[config.mk]
export PLATFORM = sky130hd
export DESIGN_NAME = bip2_fetch_ctrl
export DESIGN_NICKNAME = d
export VERILOG_FILES = /design/src/rtl/bip2_fetch_ctrl.sv
export SDC_FILE = /design/constraint.sdc
export NUM_CORES = 1
export LEC_CHECK = 0
export CORE_UTILIZATION = 40
export DETAILED_ROUTE_END_ITERATION = 8
export HOLD_SLACK_MARGIN = 0.08
export PLACE_DENSITY_LB_ADDON = 0.08
export SYNTH_ARGS = -nofsm -noshare
export SYNTH_HDL_FRONTEND = slang
export SYNTH_SLANG_ARGS = --single-unit
[constraint.sdc]
create_clock -name clock_i -period 1.7 [get_ports clock_i]
set_input_delay 0.34 -clock clock_i [delete_from_list [all_inputs] [get_ports clock_i]]
set_output_delay 0.34 -clock clock_i [all_outputs]
set_load 0.02 [all_outputs]
[src/rtl/bip2_fetch_ctrl.sv]
// rtl/bip2_fetch_ctrl.sv - BIP-2 fetch/sequencing controller: PC control, IR latch, branch resolution, halt/resume
module bip2_fetch_ctrl #(
    parameter int                ADDR_W       = 11,
    parameter int                INSTR_W      = 16,
    parameter logic [ADDR_W-1:0] RESET_VECTOR = '0
) (
    input  logic               clock_i,
    input  logic               reset_i,
    input  logic [ADDR_W-1:0]  pc_i,
    input  logic [INSTR_W-1:0] instr_i,
    input  logic               zero_i,
    input  logic               neg_i,
    input  logic               run_i,
    output logic               pc_en_o,
    output logic [ADDR_W-1:0]  pc_next_o,
    output logic [INSTR_W-1:0] ir_o,
    output logic               exec_o,
    output logic               halt_o,
    output logic               illegal_o
);

    typedef enum logic [1:0] {
        ST_INIT,
        ST_FETCH,
        ST_EXEC,
        ST_HALT
    } state_t;

    localparam logic [4:0] OP_HLT = 5'd0;
    localparam logic [4:0] OP_STO = 5'd1;
    localparam logic [4:0] OP_LD  = 5'd2;
    localparam logic [4:0] OP_LDI = 5'd3;
    localparam logic [4:0] OP_ADD = 5'd4;
    localparam logic [4:0] OP_ADDI = 5'd5;
    localparam logic [4:0] OP_SUB = 5'd6;
    localparam logic [4:0] OP_SUBI = 5'd7;
    localparam logic [4:0] OP_BEQ = 5'd8;
    localparam logic [4:0] OP_BNE = 5'd9;
    localparam logic [4:0] OP_BGT = 5'd10;
    localparam logic [4:0] OP_BGE = 5'd11;
    localparam logic [4:0] OP_BLT = 5'd12;
    localparam logic [4:0] OP_BLE = 5'd13;
    localparam logic [4:0] OP_JMP = 5'd14;

    state_t              state_q, state_d;
    logic [INSTR_W-1:0]  ir_q, ir_d;
    logic                illegal_q, illegal_d;

    logic [4:0]          opcode;
    logic [ADDR_W-1:0]   operand;
    logic [ADDR_W-1:0]   pc_inc;
    logic                taken;

    assign opcode  = ir_q[INSTR_W-1 -: 5];
    assign operand = ir_q[ADDR_W-1:0];
    // Sequential PC wraps modulo 2^ADDR_W with no carry out
    assign pc_inc  = pc_i + ADDR_W'(1);

    assign ir_o      = ir_q;
    assign illegal_o = illegal_q;

    // State, instruction register and sticky illegal flag; async reset returns to INIT
    always_ff @(posedge clock_i or posedge reset_i) begin
        if (reset_i) begin
            state_q   <= ST_INIT;
            ir_q      <= '0;
            illegal_q <= 1'b0;
        end else begin
            state_q   <= state_d;
            ir_q      <= ir_d;
            illegal_q <= illegal_d;
        end
    end

    // Next state and PC control; in FETCH/HALT pc_next_o defaults to pc_i so a PC ignoring enable holds
    always_comb begin
        state_d   = state_q;
        ir_d      = ir_q;
        illegal_d = illegal_q;
        pc_en_o   = 1'b0;
        pc_next_o = pc_i;
        exec_o    = 1'b0;
        halt_o    = 1'b0;
        taken     = 1'b0;

        case (state_q)
            ST_INIT: begin
                pc_en_o   = 1'b1;
                pc_next_o = RESET_VECTOR;
                state_d   = ST_FETCH;
            end

            ST_FETCH: begin
                ir_d    = instr_i;
                state_d = ST_EXEC;
            end

            ST_EXEC: begin
                exec_o    = 1'b1;
                pc_en_o   = 1'b1;
                pc_next_o = pc_inc;
                state_d   = ST_FETCH;
                case (opcode)
                    OP_HLT: begin
                        pc_en_o   = 1'b0;
                        pc_next_o = pc_i;
                        state_d   = ST_HALT;
                    end
                    OP_STO, OP_LD, OP_LDI, OP_ADD,
                    OP_ADDI, OP_SUB, OP_SUBI: begin
                        taken = 1'b0;
                    end
                    OP_BEQ:  taken = zero_i;
                    OP_BNE:  taken = !zero_i;
                    OP_BGT:  taken = !zero_i && !neg_i;
                    OP_BGE:  taken = !neg_i;
                    OP_BLT:  taken = neg_i;
                    OP_BLE:  taken = neg_i || zero_i;
                    OP_JMP:  taken = 1'b1;
                    // Undefined opcodes behave as NOP but are flagged until reset
                    default: illegal_d = 1'b1;
                endcase
                if (taken) begin
                    pc_next_o = operand;
                end
            end

            ST_HALT: begin
                halt_o = 1'b1;
                // Resume skips past the HLT so it is not executed again
                if (run_i) begin
                    pc_en_o   = 1'b1;
                    pc_next_o = pc_inc;
                    state_d   = ST_FETCH;
                end
            end

            default: begin
                state_d = ST_INIT;
            end
        endcase
    end

endmodule

# Yosys cells after proc, flatten, opt, wreduce, memory -nomap -nowiden
# Cells that the tools add are included.
[totals] in_bits=32 elab_cells=45 mem_bits_ro=0 regBits=19 output_inout_bits=31 latch_bits=0 mem_bits_rw=0 n_memories=0
[classes] n_bitwise=1 add_sub_neg=1 magnitude_cmp=0 mul=0 shifts=0 n_reduce_logical=8 n_mux=14 eq_ne=18 n_div=0
[op_table] op="equality test 5 x 4 -> 1 bit (second input constant)" count=7
[op_table] op="two-way mux 11 bit" count=3
[op_table] op="one-hot mux 11 bit (3 select lines)" count=1
[op_table] op="equality test 5 x 3 -> 1 bit (second input constant)" count=4
[op_table] op="OR reduction 15 bit" count=1
[op_table] op="adder 11 x 1 -> 11 bit (second input constant)" count=1
[op_table] op="equality test 5 x 2 -> 1 bit (second input constant)" count=2
[op_table] op="one-hot mux 2 bit (4 select lines)" count=1
[op_table] op="one-hot mux 1 bit (7 select lines)" count=1
[op_table] op="equality test 5 x 1 -> 1 bit (second input constant)" count=1
[op_table] op="zero test 5 bit" count=1
[op_table] op="two-way mux 1 bit" count=5
[op_table] op="equality test 2 bit (second input constant)" count=2
[op_table] op="two-way mux 2 bit" count=2
[op_table] op="one-hot mux 1 bit (3 select lines)" count=1
[op_table] op="equality test 2 x 1 -> 1 bit (second input constant)" count=1
[op_table] op="zero test 1 bit" count=2
[op_table] op="zero test 2 bit" count=1
[op_table] op="!= test 2 bit (second input constant)" count=1
[op_table] op="AND reduction 2 bit" count=1
[op_table] op="logical AND 1 bit" count=1
[op_table] op="logical OR 1 bit" count=1
[op_table] op="inverter 1 bit" count=1

# Depth between registers and ports, before layout
# Gate-level depths: netlist of run 1.
[depth] depth_word=6 mapped_depth=7 depth_no_buf=6

# Worst setup path after synthesis of run 1
# No wires, ideal clock.
[synth_path] path_type="register to output" start="register ir_q[13] (netlist: ir_o[13])" end="output port pc_next_o[9]" path_stages_with_launch=8 n_path_buf=2 required_ns=1.360 slack_ns=-0.663 t_arrival_ns=2.023 cell_sequence="dfrtp_1 buf_6 xnor2_1 a221o_1 o2111ai_2 buf_6 nor2_1 o31ai_1"
[synth_between] elab_chain_cells=5 elab_cells_between_ends=13 classes_between="eq/ne (7); mux (5); reduce/logical (1)"
[synth_rtl] item="start, declared" line="46" rtl="logic [INSTR_W-1:0] ir_q, ir_d;"
[synth_rtl] item="start signal, assigned" line="70" rtl="ir_q <= ir_d;"
[synth_rtl] item="equality test 5 x 4 -> 1 bit" line="103" rtl="case (opcode)"
[synth_rtl] item="one-hot mux 1 bit (7 select lines)" line="103"
[synth_rtl] item="two-way mux 1 bit" line="86" rtl="case (state_q)"
[synth_rtl] item="two-way mux 11 bit (*)" line="123" rtl="if (taken) begin"
[synth_rtl] item="one-hot mux 11 bit (3 select lines) (*)" line="86"
[synth_rtl] item="end, declared" line="15" rtl="output logic [ADDR_W-1:0] pc_next_o,"
# Mark *: on every way between the ends. The rest lies on a longest branch, timed or not. The select of a mux whose other input is x is not followed.

# Final worst setup path of run 1
[layout_path] start="register ir_q[13] (netlist: ir_o[13])" end="output port pc_next_o[0]"
# The elaborated chain is that of the path after synthesis.

==> run metrics, run 1 <==
synthesized area=1650 sq um; clock slew at reported path FFs=0.07 ns; RR Endpoint=state_q[1]; min Tclk post-route=2.46 ns; placed inst area=2760 sq um; CTS tree=done; final setup fails=12; DIE HEIGHT=66.2 um; DP HPWL=4.06 mm; num rows=22; power share of the clock group=6.7%; initial antenna violation count=0; Reg power frac=20.1%; Critical Path Fanout Max=7; first-pass GRT wire length=8.63 mm; RSZ-0062 raised after global routing=yes; critical path class=flip-flop to primary output; Fin. Hold Viols=0; Max Cap Violations=0; drt pass-1 iters=4; Critical Path End=pc_next_o[0]; post-cts hold buffer count=0; vias in the first global route=1819; global placement routability congestion=0.838; fin crit share=145%; Filler Cell Count=265; clk buf depth=2; largest net degree at the start of global routing=20; worst-case reg-to-reg path depth=5; core area=3800 sq um; worst min path class=input port to asynchronous set/reset pin; CTS Root Buffer Type=clkbuf_8; WP buf/inv=2; Synth Instances=179; fin worst setup slack=-0.764 ns; PD cells=1540 nW/um^2; status=finished, violations left; Starting Density=43.4%; CP Depth=7; nets@finish=329; Die ar.=4380 sq um; FF-to-FF Start=ir_o[15]; post-synth cell types=44; CTS Sinks=19; clock latency on the worst-skew pair=0.25 ns; via/cell ratio=5.45; Synth top area share=28.9%; crit-path cells=xnor2_1 -> a221o_1 -> o2111ai_4 -> buf_8 -> mux2i_4 -> o21ai_2 -> buf_6; Syn. warnings=0; # diodes=0; GRT Overall Usage=25.8%; switching power=1.97 mW; WL final=5.40 mm; post-DR wirelength/cell=15.9 um; fraction of layout cells with a size suffix above 1=46.4%; Avg Inst Size Synth=9.21 sq um; element type at the critical path end=primary output; Synth-to-Final Area Change=81.0%; H-tree levels=1; Post-Syn Nets=216; Data arrival, critical path=2.12 ns; CP required=1.36 ns; DRC=0; setup slack, reg-to-reg=0.17 ns; Pleak=1.31 nW; logic gate share of total power=73.2%; CP peak stage delay=0.46 ns; Via Count=1848; ANT nets after route=0; Switching Share=42.9%; Peak Freq=406 MHz; Final Max Tran Viols=0; Crit. Startpoint=ir_o[13]; flip-flop and latch count after synthesis=19; CP delay by family, top=compound AO/OA/AOI/OAI gates; Overflow after GRT=0; worst rel slew slack=78.2%; Layout Skew=0.00295 ns; DP Worst Slack=-1.23 ns; post-synth top area cell=dfrtp_1; sequential area share after synthesis=28.9%; TritonCTS buffer count=3; Crit-path slowest cell=dfrtp_2; Die W=66.2 um; initial drt markers=122; IR drop worst, VDD=1.43 mV; failing checks=negative setup slack; Final Cell Area=2980 sq um; WHS=0.399 ns; Fin Setup TNS=-8.38 ns; Power Internal=2.62 mW; overall power=4.58 mW; Port Buf Inserts=62; synth top area cells=dfrtp_1 (29%), mux2_2 (16%), mux2i_1 (6.1%); slew at the pin closest to its max-slew limit=0.327 ns; I/O pins=63; critical path launch point type=flip-flop
worst register-to-register path, delay by kind of cell, from the launching register on:
kind                   cells  cell delay, ns
and+or+nand+nor            2            0.61
buffers and inverters      1            0.15
AOI/OAI and AO/OA          2            0.26
DFF                        1            0.40
routing by layer:
metal | GRT usage, % | up-vias | share of wire (%)
met5 | 0 | - | 0
met4 | 9.04 | 0 | 1.5
met3 | 2.24 | 8 | 3.6
met2 | 43.1 | 56 | 49
met1 | 34.6 | 890 | 46
li1 | - | 894 | -
how the worst min path moves through the flow:
| stage | cells after the start | end | slack (ns) |
|---|---|---|---|
| 2_1_floorplan | 1 | illegal_o | 0.29 |
| 4_1_cts | 3 | ir_o[4] | 0.40 |
| 5_1_grt | 3 | ir_o[4] | 0.45 |
| 3_3_place_gp | 1 | illegal_o | 0.45 |
| 3_5_place_dp | 1 | illegal_o | 0.46 |
| 6_report | 3 | ir_o[4] | 0.40 |
synthesized netlist by cell type (all sizes together):
library cell  count
mux2             24
dfrtp            19
o21ai            16
nor2             13
a22oi            10
mux2i            10
nand2            10
buf               9
inv               7
xnor2             6
a21oi             5
ha                5
clkbuf            4
nand3             4
nor3              4
xor2              4
nand4             3
a21o              2
and3              2
and4              2
o2111ai           2
o211ai            2
o31ai             2
a2111oi           1
a211oi            1
a221o             1
a221oi            1
a2bb2oi           1
a31o              1
a41o              1
nor3b             1
nor4              1
o2bb2ai           1
o41a              1
o41ai             1
or2               1
or3               1
per-stage QoR:
| step | cells | util, % |
|---|---|---|
| global placement | 330 | 72.6 |
| detailed placement | 330 | 72.6 |
| CTS | 337 | 76.6 |
| global route | 339 | 78.5 |
| finish | 339 | 78.5 |
| floorplan | 179 | - |
logic make-up after synthesis:
group / synth area share, %
flops: 28.9
xor+xnor: 5.31
compound gates: 20.7
simple gates: 12.9
mux: 22.5
fa+ha+maj: 3.80
buf+inv: 6.00
state kept, by name, indices dropped and copies added (netlist names):
| signal | count |
|---|---|
| ir_o | 16 |
| state_q | 2 |
| illegal_o | 1 |
power by group through the flow:
stage               registers [mW]  logic (mW)  clock network [mW]
finish                       0.923        3.35               0.306
global route                 0.960        3.56               0.332
CTS                          0.898        3.22               0.317
detailed placement           0.900        3.04                   0
global placement             0.889        2.97                   0
floorplan                     1.11        1.32                   0
layout make-up:
type | instances | area, sq um | share of cell area, %
Timing Repair Buffer | 121 | 1130 | 37.8
Clock buffer | 4 | 45.0 | 1.51
Tap cell | 48 | 60.1 | 2.01
Sequential cell | 19 | 477 | 16.0
Inverter | 7 | 26.3 | 0.881
Multi-Input combinational cell | 140 | 1250 | 41.9
timing repair:
action,in CTS,in global routing
gates resized for setup,108,14
endpoints found under the setup margin,19,14
pin swaps,4,4
buffers inserted,3,2
placed cells by master, fill, tap and decap left out, drive strengths merged, types with 3 or more instances in the layout:
| cell type | netlist | routed |
|---|---|---|
| a21oi | 5 | 5 |
| a22oi | 10 | 10 |
| buf | 9 | 73 |
| clkbuf | 4 | 4 |
| clkdlybuf4s50 | 0 | 37 |
| dfrtp | 19 | 19 |
| dlygate4sd2 | 0 | 9 |
| ha | 5 | 5 |
| inv | 7 | 7 |
| mux2 | 24 | 24 |
| mux2i | 10 | 10 |
| nand2 | 10 | 10 |
| nand3 | 4 | 4 |
| nand4 | 3 | 3 |
| nor2 | 13 | 13 |
| nor3 | 4 | 4 |
| o21ai | 16 | 16 |
| xnor2 | 6 | 6 |
| xor2 | 4 | 4 |
(Power assumes the default switching activity.)
==> run 2, diff against run 1 <==
- TNS_END_PERCENT: not set -> 30
==> run metrics, run 2 (synthesis results as in run 1) <==
Peak Freq=404 MHz (-0.50%); WL met3=266 um (+36%); Fin Setup TNS=-8.41 ns (-0.0343 ns); failing checks=negative setup slack; slew at the pin closest to its max-slew limit=0.351 ns (+0.0243 ns); critical path launch point type=flip-flop; Via Count=1878 (+1.6%); CP required=1.36 ns (about the same); GRT Overall Usage=24.6% (-1.2 points); commonest non-fill, non-tap cell in the layout=buf_4; Crit-path slowest cell=dfrtp_2; element type at the critical path end=primary output; fin worst setup slack=-0.776 ns (-0.0124 ns); via/cell ratio=5.52 (+1.3%); vias in the first global route=1839 (+1.1%); M1 wire length=2.19 mm (-12%); WHS=0.398 ns (-0.000758 ns); Max Cap Violations=0 (unchanged); DRC=0 (unchanged); CP peak stage delay=0.46 ns (about the same); Data arrival, critical path=2.14 ns (+0.02 ns); initial drt markers=72 (-41%); ANT nets after route=0 (unchanged); TritonCTS buffer count=3 (unchanged); nets@finish=330 (+0.30%); WL final=5.45 mm (+0.76%); WL met2=2.93 mm (+11%); Fin. Hold Viols=0 (unchanged); num rows=22 (unchanged); most frequent cells in the layout=buf_4 (56), clkdlybuf4s50_1 (37), mux2_2 (24); fin crit share=146% (+0.73 points); H-tree levels=1 (unchanged); Final Max Tran Viols=0 (unchanged); placed inst area=2770 sq um (+0.54%); Port Buf Inserts=62 (unchanged); Die ar.=4380 sq um (unchanged); CTS Sinks=19 (unchanged); drt pass-1 iters=4 (unchanged); PD cells=1530 nW/um^2 (-0.25%); Critical Path Fanout Max=7 (unchanged); Post-Layout Cell Count=340 (+0.29%); critical path class=flip-flop to primary output; DP HPWL=4.12 mm (+1.5%); WP buf/inv=2 (unchanged); initial antenna violation count=0 (unchanged); min Tclk post-route=2.48 ns (+0.0124 ns); worst rel slew slack=76.5% (-1.6 points); final setup fails=12 (unchanged); post-cts hold buffer count=0 (unchanged); Layout Skew=0.00131 ns (-0.00164 ns); post-DR wirelength/cell=16.0 um (+0.46%); CTS tree=done; largest net degree at the start of global routing=20 (unchanged); core area=3800 sq um (unchanged); first-pass GRT wire length=8.22 mm (-4.7%); status=finished, violations left; global placement routability congestion=0.896 (+7.0%); Final Cell Area=2980 sq um (about the same); Starting Density=43.4% (unchanged); CTS Root Buffer Type=clkbuf_8; clock slew at reported path FFs=0.07 ns (about the same); DIE HEIGHT=66.2 um (unchanged); I/O pins=63 (unchanged); clk buf depth=2 (unchanged); DP Cell Count=332 (+0.61%); Synth-to-Final Area Change=81.1% (about the same); max reg flops=16 (unchanged); # diodes=0 (unchanged); Top Metal Used=met4; clock latency on the worst-skew pair=0.25 ns (about the same); Pleak=1.32 nW (+0.83%); post-layout util=78.6% (about the same); worst min path class=input port to asynchronous set/reset pin; CP delay by family, top=compound AO/OA/AOI/OAI gates; IR drop worst, VDD=1.32 mV (-7.7%); RSZ-0062 raised after global routing=yes; Die W=66.2 um (unchanged); fraction of layout cells with a size suffix above 1=48.3% (+1.9 points); crit-path cells=xnor2_1 -> a221o_1 -> o2111ai_4 -> buf_12 -> mux2i_4 -> o21ai_2 -> buf_2; Overflow after GRT=0 (unchanged)
## run 2: worst paths after layout
| kind | to | from | slack [ns] | cells past startpoint |
|---|---|---|---|---|
| max | pc_next_o[4] | ir_o[13] | -0.78 | 7 |
| min | ir_o[1] | reset_i | 0.40 | 3 |
| max reg2reg | state_q[1] | ir_o[13] | 0.11 | 6 |
| min reg2reg | illegal_o | illegal_o | 0.46 | 1 |
| max in group asynchronous | ir_o[13] | reset_i | 1.08 | 3 |
| min in group clock_i | illegal_o | illegal_o | 0.46 | 1 |
## run 2: what timing repair did
action / 4_1_cts / 5_1_grt
setup buffers: 2 / 2
gates resized for setup: 92 / 20
pin swaps: 4 / 3
setup endpoints to repair: 17 / 17
## run 2: power breakdown
part           total [mW]  switching, mW  internal (mW)  leakage, nW
registers           0.939          0.265          0.675        0.218
clock network       0.309          0.143          0.166       0.0228
logic                3.33           1.57           1.76         1.08
## run 2: layer usage
metal	global-route usage [%]	vias to the layer above
li1	-	901
met1	31.3	903
met2	44.0	68
met3	1.38	6
met4	7.98	0
met5	0	-
## run 2: per-stage QoR
step | total power, mW | worst slack (ns)
after floorplan | 2.43 | -0.393
after global placement | 3.87 | -1.18
after detailed placement | 3.93 | -1.27
after CTS | 4.37 | -0.808
after global routing | 4.83 | -0.853
final | 4.57 | -0.776
## run 2: worst min-delay path: stages
cell	delay, ns
clkdlybuf4s50_1	0.39
inv_1	0.05
buf_4	0.25
## run 2: cell type report
cell class                      instances  area (sq um)
Multi-Input combinational cell        140          1260
Sequential cell                        19           478
Timing Repair Buffer                  122          1110
Inverter                                7          26.3
Tap cell                               48          60.1
Fill cell                             253           815
Clock buffer                            4          45.0
